<file path="config.mk">
export PLATFORM = sky130hd
export DESIGN_NAME = log_flag_monitor
export DESIGN_NICKNAME = d
export VERILOG_FILES = /design/src/rtl/log_flag_monitor.sv
export SDC_FILE = /design/constraint.sdc
export NUM_CORES = 1
export LEC_CHECK = 0
export ABC_AREA = 1
export CAP_MARGIN = 10
export CORE_ASPECT_RATIO = 0.9
export CORE_UTILIZATION = 40
export DETAILED_ROUTE_END_ITERATION = 6
export DONT_BUFFER_PORTS = 1
export GPL_ROUTABILITY_DRIVEN = 0
export PLACE_DENSITY_LB_ADDON = 0.12
export SETUP_SLACK_MARGIN = 0.5
export SLEW_MARGIN = 20
export SYNTH_ARGS = -nofsm -noshare
export SYNTH_HDL_FRONTEND = slang
export SYNTH_SLANG_ARGS = --single-unit
</file>
<file path="constraint.sdc">
create_clock -name clk -period 4.1 [get_ports clk]
set_input_delay 0.615 -clock clk [delete_from_list [all_inputs] [get_ports clk]]
set_output_delay 0.615 -clock clk [all_outputs]
set_load 0.02 [all_outputs]
</file>
<file path="src/rtl/log_flag_monitor.sv">
// Registers the five logic-block flags, emits rising-edge pulses, keeps saturating
// per-flag edge counts and hands out a snapshot of the counts over valid/ready.
module log_flag_monitor #(
  parameter int CNT_W       = 8,
  parameter bit CLR_ON_SNAP = 1'b1
) (
  input  logic               clk,
  input  logic               rst,
  input  logic [4:0]         flags_in,
  input  logic               sample_en,
  input  logic               snap_req,
  input  logic               snap_ready,
  output logic [4:0]         flags_q,
  output logic [4:0]         rise,
  output logic               snap_valid,
  output logic [5*CNT_W-1:0] snap_cnt,
  output logic               busy
);

  typedef enum logic [1:0] {IDLE, CAPTURE, VALID} state_t;

  localparam logic [CNT_W-1:0] CNT_MAX = '1;

  state_t           state, state_nxt;
  logic [CNT_W-1:0] cnt      [5];
  logic [CNT_W-1:0] cnt_base [5];
  logic [CNT_W-1:0] cnt_nxt  [5];
  logic [4:0]       inc;

  assign inc = sample_en ? (flags_in & ~flags_q) : 5'b00000;

  always_comb begin
    state_nxt = state;
    case (state)
      IDLE:    if (snap_req) state_nxt = CAPTURE;
      CAPTURE: state_nxt = VALID;
      VALID:   if (snap_ready) state_nxt = IDLE;
      default: state_nxt = IDLE;
    endcase
  end

  // An edge arriving in the capture cycle lands in the new window, not the snapshot.
  always_comb begin
    for (int i = 0; i < 5; i++) begin
      cnt_base[i] = (state == CAPTURE && CLR_ON_SNAP) ? '0 : cnt[i];
      cnt_nxt[i]  = (inc[i] && cnt_base[i] != CNT_MAX) ? cnt_base[i] + CNT_W'(1) : cnt_base[i];
    end
  end

  always_ff @(posedge clk or posedge rst) begin
    if (rst) begin
      state    <= IDLE;
      flags_q  <= '0;
      rise     <= '0;
      snap_cnt <= '0;
      for (int i = 0; i < 5; i++) cnt[i] <= '0;
    end else begin
      state <= state_nxt;
      rise  <= inc;
      if (sample_en) flags_q <= flags_in;
      for (int i = 0; i < 5; i++) begin
        cnt[i] <= cnt_nxt[i];
        if (state == CAPTURE) snap_cnt[i*CNT_W +: CNT_W] <= cnt[i];
      end
    end
  end

  assign snap_valid = (state == VALID);
  assign busy       = (state != IDLE);

endmodule

</file>
==> results.py <==
metrics = {
    "worst_setup_path": {
        "r2r_setup_slack_ns": 1.72,
        "cp_max_fo": 41,
        "rr_startpoint": "state[0]",
        "end_kind": "flop",
        "critPathLaunch": "state[0]",
        "required_ns": 4.34,
        "critPathKind": "flop to flop",
        "critPathLaunchType": "flop",
        "cp.arrival_ns": 2.61,
    },
    "finish": {
        "diodes": 0,
        "final_cell_mix": "227 x nand2_1, 92 x dfrtp_1, 58 x inv_1, 38 x o21ai_0, 37 x nor2_1",
        "final_cell_count_no_fill": 735,
        "nets": 589,
        "final_common_cell": "nand2_1",
        "finish.instance_area_um2": 5050,
        "syn2layout_area_growth_pct": 8.27,
        "final_layout_size_suffix_gt1_share_pct": 11.6,
    },
    "sta": {
        "relSlewSlack_pct": 53.9,
        "maxSlewViolCount": 0,
        "worst_pin_slew_ns": 0.691,
        "finalHoldViolCount": 0,
        "finalSetupViolCount": 0,
        "rsz0062_at_grt": "no",
        "fin_crit_sh_pct": 57.9,
        "period_minus_slack_ns": 2.38,
        "finClkSkew_ns": 0.00601,
        "worst_slack_ns": 1.72,
        "max_freq_ghz": 0.421,
        "fin_setup_tns_ns": 0,
    },
    "floorplanning": {
        "fp-row-count": 37,
        "io_pins": 62,
        "die_area_um2": 12100,
        "start_util_pct": 40.9,
        "die_w_um": 116,
        "core_area_um2": 11400,
        "die_h_um": 104,
    },
    "route": {
        "drtPass1Iterations": 4,
        "first_iter_violations": 192,
        "wire_per_inst_um": 12.7,
        "ant_nets": 0,
        "drc": 0,
        "drt_wl_total_um": 9310,
        "vias": 3425,
        "avgViaCountPerCell": 4.66,
    },
    "clock_tree": {
        "cts_setup_buffers": 0,
        "clk_pin_slew_worst_paths_ns": 0.06,
        "clockBufferDepth": 2,
        "clk_latency_ns": 0.34,
        "ctsResizeCount": 0,
        "numCtsBuffers": 9,
        "tritoncts": "built",
        "clockRootBuffer": "clkbuf_16",
        "clock-sinks": 92,
        "postCtsHoldBufs": 0,
        "htree_levels": 3,
    },
    "synth": {
        "syn_area_um2": 4660,
        "muxShareOfSynthArea_pct": 0,
        "synthAdderAreaFrac_pct": 1.34,
        "synth-seq-area-share_pct": 49.4,
        "synth_top_family_by_area": "simple AND/OR/NAND/NOR gates",
        "synth.distinct_cells": 26,
        "synth-seq-cells": 92,
        "synthSimpleGateAreaFrac_pct": 33.2,
        "synth_compound_area_share_pct": 4.30,
        "syn-num-nets": 593,
        "synthXorXnorAreaFrac_pct": 2.63,
        "yosys_warnings": 0,
        "synth_area_per_cell_um2": 8.06,
        "syn_inst": 578,
    },
    "place": {
        "hpwlAfterDp_um": 6220,
        "place_inst": 719,
        "dpl_cell_area_um2": 4730,
        "pre_cts_ws_ns": 1.69,
        "io_buffers": 0,
    },
    "job": {
        "maxCapViolCount": 0,
    },
    "grt": {
        "antenna_found_initial": 0,
        "use_met1_pct": 22.3,
        "gr-usage-all-layers_pct": 17.1,
        "grt_overflow": 0,
        "grt_start_max_net_pins": 78,
        "use_met2_pct": 26.1,
        "grt_pass1_vias": 3317,
        "met3_usage_pct": 6.12,
        "grt.busiest_layer": "met2",
        "grt_pass1_wl_um": 16100,
    },
    "pwr": {
        "power_density_nw_per_um2": 512,
        "finalPower_w": 0.00259,
        "p_leak_nw": 2.59,
        "vdd_ir_drop_max_v": 0.000236,
    },
    "worst_hold_path": {
        "hold_path_class": "primary input to asynchronous set/reset pin",
    },
    "run_status": {
        "status": "complete, no violations",
    },
}
[metal layers]
layer / part of all wire (%) / up-vias
met1: 48 / 1587
met3: 5.2 / 10
li1: - / 1776
met4: 1.6 / 0
met2: 45 / 52
met5: 0 / -
[path summary, 6_finish.rpt]
path                                 to  cells after the start
setup / recovery                cnt[23]                     12
hold / removal             snap_cnt[12]                      1
setup reg to reg                cnt[23]                     12
hold reg to reg            snap_cnt[32]                      2
max in group asynchronous  snap_cnt[31]                      2
min in group clk             flags_q[2]                      1
[Yosys cell counts, drive strengths merged]
master | instances | area share, %
nand3b | 2 | 0.32
xor2 | 4 | 0.75
nand4 | 12 | 2.5
clkbuf | 3 | 0.24
nor2 | 52 | 5.4
dfrtp | 92 | 49
inv | 69 | 5.8
xnor2 | 10 | 1.9
o21ai | 40 | 4.3
nand3 | 34 | 4.3
buf | 15 | 3.1
nand2 | 240 | 21
ha | 5 | 1.3
[flip-flops by register name (all words and copies together), names as in the netlist]
name and flops:
cnt 40, flags_q 5, state 2, snap_cnt 40, rise 5
[report_power, final]
group / internal, W / switching, W / total [W]
Combinational: 0.000128 / 0.000391 / 0.000520
Sequential: 0.00102 / 0.000147 / 0.00117
Clock: 0.000548 / 0.000349 / 0.000897
Total: 0.00170 / 0.000887 / 0.00259
[worst max-delay path, cell delays in order (launching register included)]
cell and delay, ns:
dfrtp_1 0.42, nand2_4 0.30, buf_4 0.45, nand2_2 0.15
inv_1 0.11, ha_1 0.23, nand4_4 0.13, inv_1 0.10
nand2_2 0.08, nand2_4 0.11, inv_4 0.06, nand2_1 0.06
nand2_1 0.04
[cell families after synthesis]
kind of cell    after synthesis
xor+xnor                     14
compound gates               40
flops                        92
fa+ha+maj                     5
buf+inv                      87
simple gates                340
[layout make-up]
cell class                 count  area [um^2]
timing repair buffer           3         22.5
inverter                      69          274
fill                        1166         6340
clock buffer                  11          243
tap                          156          195
multi-input combinational    399         1930
sequential                    92         2300
clock inverter                 5         75.1
[stage by stage]
step / util [%] / hold slack (ns)
after floorplan: - / 0.442
after global placement: 41.5 / 0.463
final: 44.3 / 0.240
after CTS: 44.3 / 0.353
after detailed placement: 41.5 / 0.465
after global routing: 44.3 / 0.302
Power figures use the tool's default switching activity.
